**config.mk**
```make
export PLATFORM = sky130hd
export DESIGN_NAME = inst_axi_responder
export DESIGN_NICKNAME = d
export VERILOG_FILES = /design/src/rtl/inst_axi_responder.sv
export SDC_FILE = /design/constraint.sdc
export NUM_CORES = 1
export LEC_CHECK = 0
export ABC_AREA = 0
export BUFFER_PORTS_ARGS = -buffer_cell sky130_fd_sc_hd__buf_4
export CORE_ASPECT_RATIO = 0.7
export CORE_MARGIN = 3
export CORE_UTILIZATION = 50
export DETAILED_ROUTE_END_ITERATION = 6
export GPL_TIMING_DRIVEN = 0
export PLACE_DENSITY = 0.93
export SETUP_SLACK_MARGIN = 0.2
export SYNTH_ARGS = -nofsm -noshare
export SYNTH_HDL_FRONTEND = slang
export SYNTH_SLANG_ARGS = --single-unit
```
**constraint.sdc**
```tcl
create_clock -name clk -period 3.7 [get_ports clk]
set_clock_uncertainty 0.2 [all_clocks]
set_input_delay 0.185 -clock clk [delete_from_list [all_inputs] [get_ports clk]]
set_output_delay 0.185 -clock clk [all_outputs]
set_load 0.005 [all_outputs]
```
**src/rtl/inst_axi_responder.sv**
```systemverilog
// Instruction-fetch responder: turns each SRAM-like fetch request into one
// AXI4 INCR read burst and returns the whole line with a one-cycle pulse.
module inst_axi_responder #(
    parameter int unsigned LINE_WORDS = 4,
    parameter logic [3:0]  AR_ID      = 4'd0
) (
    input  logic                    clk,
    input  logic                    rst,
    input  logic                    inst_req,
    input  logic [31:0]             inst_addr,
    output logic                    inst_addr_ok,
    output logic                    inst_data_ok,
    output logic [32*LINE_WORDS-1:0] inst_rdata,
    output logic                    inst_err,
    output logic [3:0]              arid,
    output logic [31:0]             araddr,
    output logic [7:0]              arlen,
    output logic [2:0]              arsize,
    output logic [1:0]              arburst,
    output logic                    arvalid,
    input  logic                    arready,
    input  logic [31:0]             rdata,
    input  logic [1:0]              rresp,
    input  logic                    rlast,
    input  logic                    rvalid,
    output logic                    rready
);

    localparam int unsigned OFF = $clog2(LINE_WORDS * 4);
    localparam int unsigned CW  = $clog2(LINE_WORDS) + 1;
    localparam logic [CW-1:0] LAST = CW'(LINE_WORDS - 1);
    localparam logic [CW-1:0] FULL = CW'(LINE_WORDS);

    typedef enum logic [1:0] {IDLE, AR, R, DONE} state_t;

    state_t state;
    state_t state_nxt;

    logic [CW-1:0]                  cnt;
    logic                           err;
    logic [LINE_WORDS-1:0][31:0]    line;
    logic                           accept;
    logic                           beat;
    logic                           unused_addr;

    assign inst_addr_ok = (state == IDLE) || (state == DONE);
    assign accept       = inst_req && inst_addr_ok;
    assign beat         = (state == R) && rvalid;

    assign arvalid      = (state == AR);
    assign rready       = (state == R);
    assign inst_data_ok = (state == DONE);
    assign inst_err     = inst_data_ok && err;
    assign inst_rdata   = line;

    assign arid    = AR_ID;
    assign arlen   = 8'(LINE_WORDS - 1);
    assign arsize  = 3'b010;
    assign arburst = 2'b01;

    assign unused_addr = ^inst_addr[OFF-1:0];

    always_ff @(posedge clk) begin
        if (rst) begin
            state <= IDLE;
        end else begin
            state <= state_nxt;
        end
    end

    always_comb begin
        state_nxt = state;
        unique case (state)
            IDLE: if (accept) state_nxt = AR;
            AR:   if (arready) state_nxt = R;
            R:    if (rvalid && rlast) state_nxt = DONE;
            DONE: state_nxt = accept ? AR : IDLE;
        endcase
    end

    // Counter saturates at FULL so overrun beats are dropped but still flagged.
    always_ff @(posedge clk) begin
        if (rst) begin
            araddr <= '0;
            cnt    <= '0;
            err    <= 1'b0;
            line   <= '0;
        end else begin
            if (accept) begin
                araddr <= {inst_addr[31:OFF], {OFF{1'b0}}};
                cnt    <= '0;
                err    <= 1'b0;
            end
            if (beat) begin
                if (cnt < FULL) begin
                    line[cnt[CW-2:0]] <= rdata;
                    cnt               <= cnt + 1'b1;
                end
                if ((rresp != 2'b00) || (cnt >= FULL) ||
                    (rlast && (cnt != LAST))) begin
                    err <= 1'b1;
                end
            end
        end
    end

endmodule

```
==> results.md <==
- CP Capture Point: inst_rdata[92]
- Commonest non-fill, non-tap cell in the layout: nand2_1
- DR pass1 iterations: 5
- Critical path origin: state[0]
- Chip height: roughly 98 µm
- Final ANT Viol Nets: 0
- Min-delay src: rst
- Seq cells post-synth: 162
- Initial antenna violation count: 0
- Initial Utilization: 53.19%
- H-tree Lvls: 4
- Worst r2r dst: inst_rdata[92]
- Clk root buf: clkbuf_16
- Clk sinks: 162
- Overall die width: 137.7 µm
- Final Hold Viols: 0
- DRC: 0
- Most frequent cells in the layout: nand2_1 (318), buf_4 (249), dfxtp_1 (162)
- First-pass GRT wire length: between 30,000 and 40,000 µm
- Nets: approximately 1,200
- Critical Path Source Type: register
- Final instance area: 9251 µm²
- Vias/cell: between 5 and 6
- Average size of a mapped cell: 8.050 µm²
- Number of synthesized flops with an enable pin: 0
- Setup bufs post-CTS: 0
- Register area share after synthesis: 53.43%
- GRT overflow: 0
- Largest net degree at the start of global routing: 17
- Static Leak: around 3.9 nW
- Outcome: finished clean
- Cts bufs inserted: 17
- Vias in the first global route: 6,552
- Number of port buffers: 227
- Tightest Hold Check Type: input pin to register
- Worst Setup End Kind: register
- Row Count: 32
- Unrepaired setup endpoints after global routing: no
- Slowest cell on crit path: dfxtp_1
- Initial drt markers: 500
- Yosys cell types: 26
- Synthesized instance count: approximately 750
- Routed WL per cell: 17.87 µm
- Final Max Slew Viols: 0
- Clock Latency Late Sink: 0.42 ns
- CP arrival: 2.39 ns
- CP max FO: 10
- Ratio of cells with drive above 1 in the final layout: 29.77%
- Max incr delay on CP: 0.37 ns
- Top Ports: between 200 and 300
- Fmax: 444.1 MHz
- Tmin final: 2.252 ns
- Util after Layout: 81.07%
- Via count: 6,605
- Post-Syn Area: 6070 µm²
- Required time of the critical path: around 3.8 ns
- Post-Route WL: 22,300 µm
- Top cell by count, worst path: nand2_1
- CTS tree: yes
- Clk pin slew, worst setup/hold paths: 0.07 ns
- Core ar.: 11,410 µm²
- Max Root-Sink Buffers: 2
- Setup violators final: 0
- Fin crit share: 60.86%
- Slew @ Worst Pin: 0.6707 ns
- Power Density: 493.8 nW/µm²
- Post-CTS Hold Fix Bufs: 63
- # Max-Cap Violations: 0
- Reg2reg setup slack: ~1.4 ns
- Gr usage total: between 30% and 40%
- Kind of critical path: register to register
- Post-Place Worst Slack: about 1.6 ns
- VDD IR max: 405.8 µV
- RR Startpoint: state[0]
- Crit-path cells: inv_1 -> ha_1 -> and3b_1 -> buf_4 -> nand2_1 -> buf_2 -> nand2_1 -> a21oi_1
- Total negative slack: 0 ns
- Slew HR: 55.29%
- Post-DP Area: 8036 µm²
- Ant. Diodes: 0
- Synth Flop Type: dfxtp_1
- Fraction of registers with async set/reset: 0%
- GP Congestion: between 0.8 and 0.9
- Post-DP HPWL: between 10,000 and 15,000 µm
- Filler cells: 659
- FF-to-FF path depth: 8
- Synth-to-layout area growth: 52.42%
- Die ar.: 13,520 µm²
- Warnings from Yosys: 0
- Setup ws final: 1.448 ns
- Post-cts sizing count: 0
metrics by stage:
stage	power [mW]	hold WS (ns)	instances
floorplan	2.350	0.1210	773
global placement	2.704	0.2318	1153
detailed placement	2.729	0.2418	1153
CTS	4.510	0.03547	1248
global route	4.727	0.1051	1248
finish	4.568	0.05434	1248
synth_stat cells (4+ instances only):
cell type  count  area, µm²
clkbuf_1      25      93.84
nor2_1         4      15.01
a21oi_2       21      183.9
dfxtp_1      162       3243
buf_4         22      165.2
inv_1          6      22.52
and2_1         4      25.02
buf_2         16      80.08
a21oi_1      139      695.7
ha_1           9      112.6
buf_6          9      101.4
nand2_1      318       1194
worst min path at each step:
stage,end,slack [ns],depth (start not counted)
after floorplan,araddr[10],0.12,2
after global placement,araddr[8],0.23,3
after detailed placement,araddr[5],0.24,3
after CTS,err,0.04,5
after global routing,state[0],0.11,3
final,state[0],0.05,3
cell families after synthesis:
logic type	synth area share [%]
muxes	0.3298
other	0.1237
DFF	53.43
buffers and inverters	7.751
and+or+nand+nor	21.50
adders and majority gates	1.855
AOI/OAI and AO/OA	15.01
final cells by class:
type                       count  area (µm²)  area share (%)
buffer                        74       447.9           4.842
sequential                   162        3243           35.06
multi-input combinational    531        2427           26.24
clock buffer                  19       432.9           4.679
inverter                       6       22.52          0.2434
clock inverter                13       151.4           1.636
tap                          153       191.4           2.069
timing repair buffer         290        2335           25.24
layer usage:
layer	global-route usage [%]	vias to the layer above	wire, µm
met1	37.66	3087	8387
met2	52.36	400	10510
li1	-	3032	-
met3	10.35	86	2526
met5	0	-	0
met4	15.57	0	876
power by group:
group	internal [mW]	total (mW)	switching [mW]
clock network	1.01	1.77	0.757
registers	1.86	1.93	0.0742
logic	0.395	0.872	0.477
state kept, by name (all words and copies together), names as in the netlist:
register and flops:
inst_rdata 128, araddr 28, cnt 3, state 2, err 1
worst max-delay path, delay by kind of cell, from the launching register on:
family | cells | cell delay [ns]
compound gates | 1 | 0.19
buf+inv | 3 | 0.55
simple gates | 3 | 0.55
fa+ha+maj | 1 | 0.31
flops | 1 | 0.37
(Power assumes the default switching activity.)
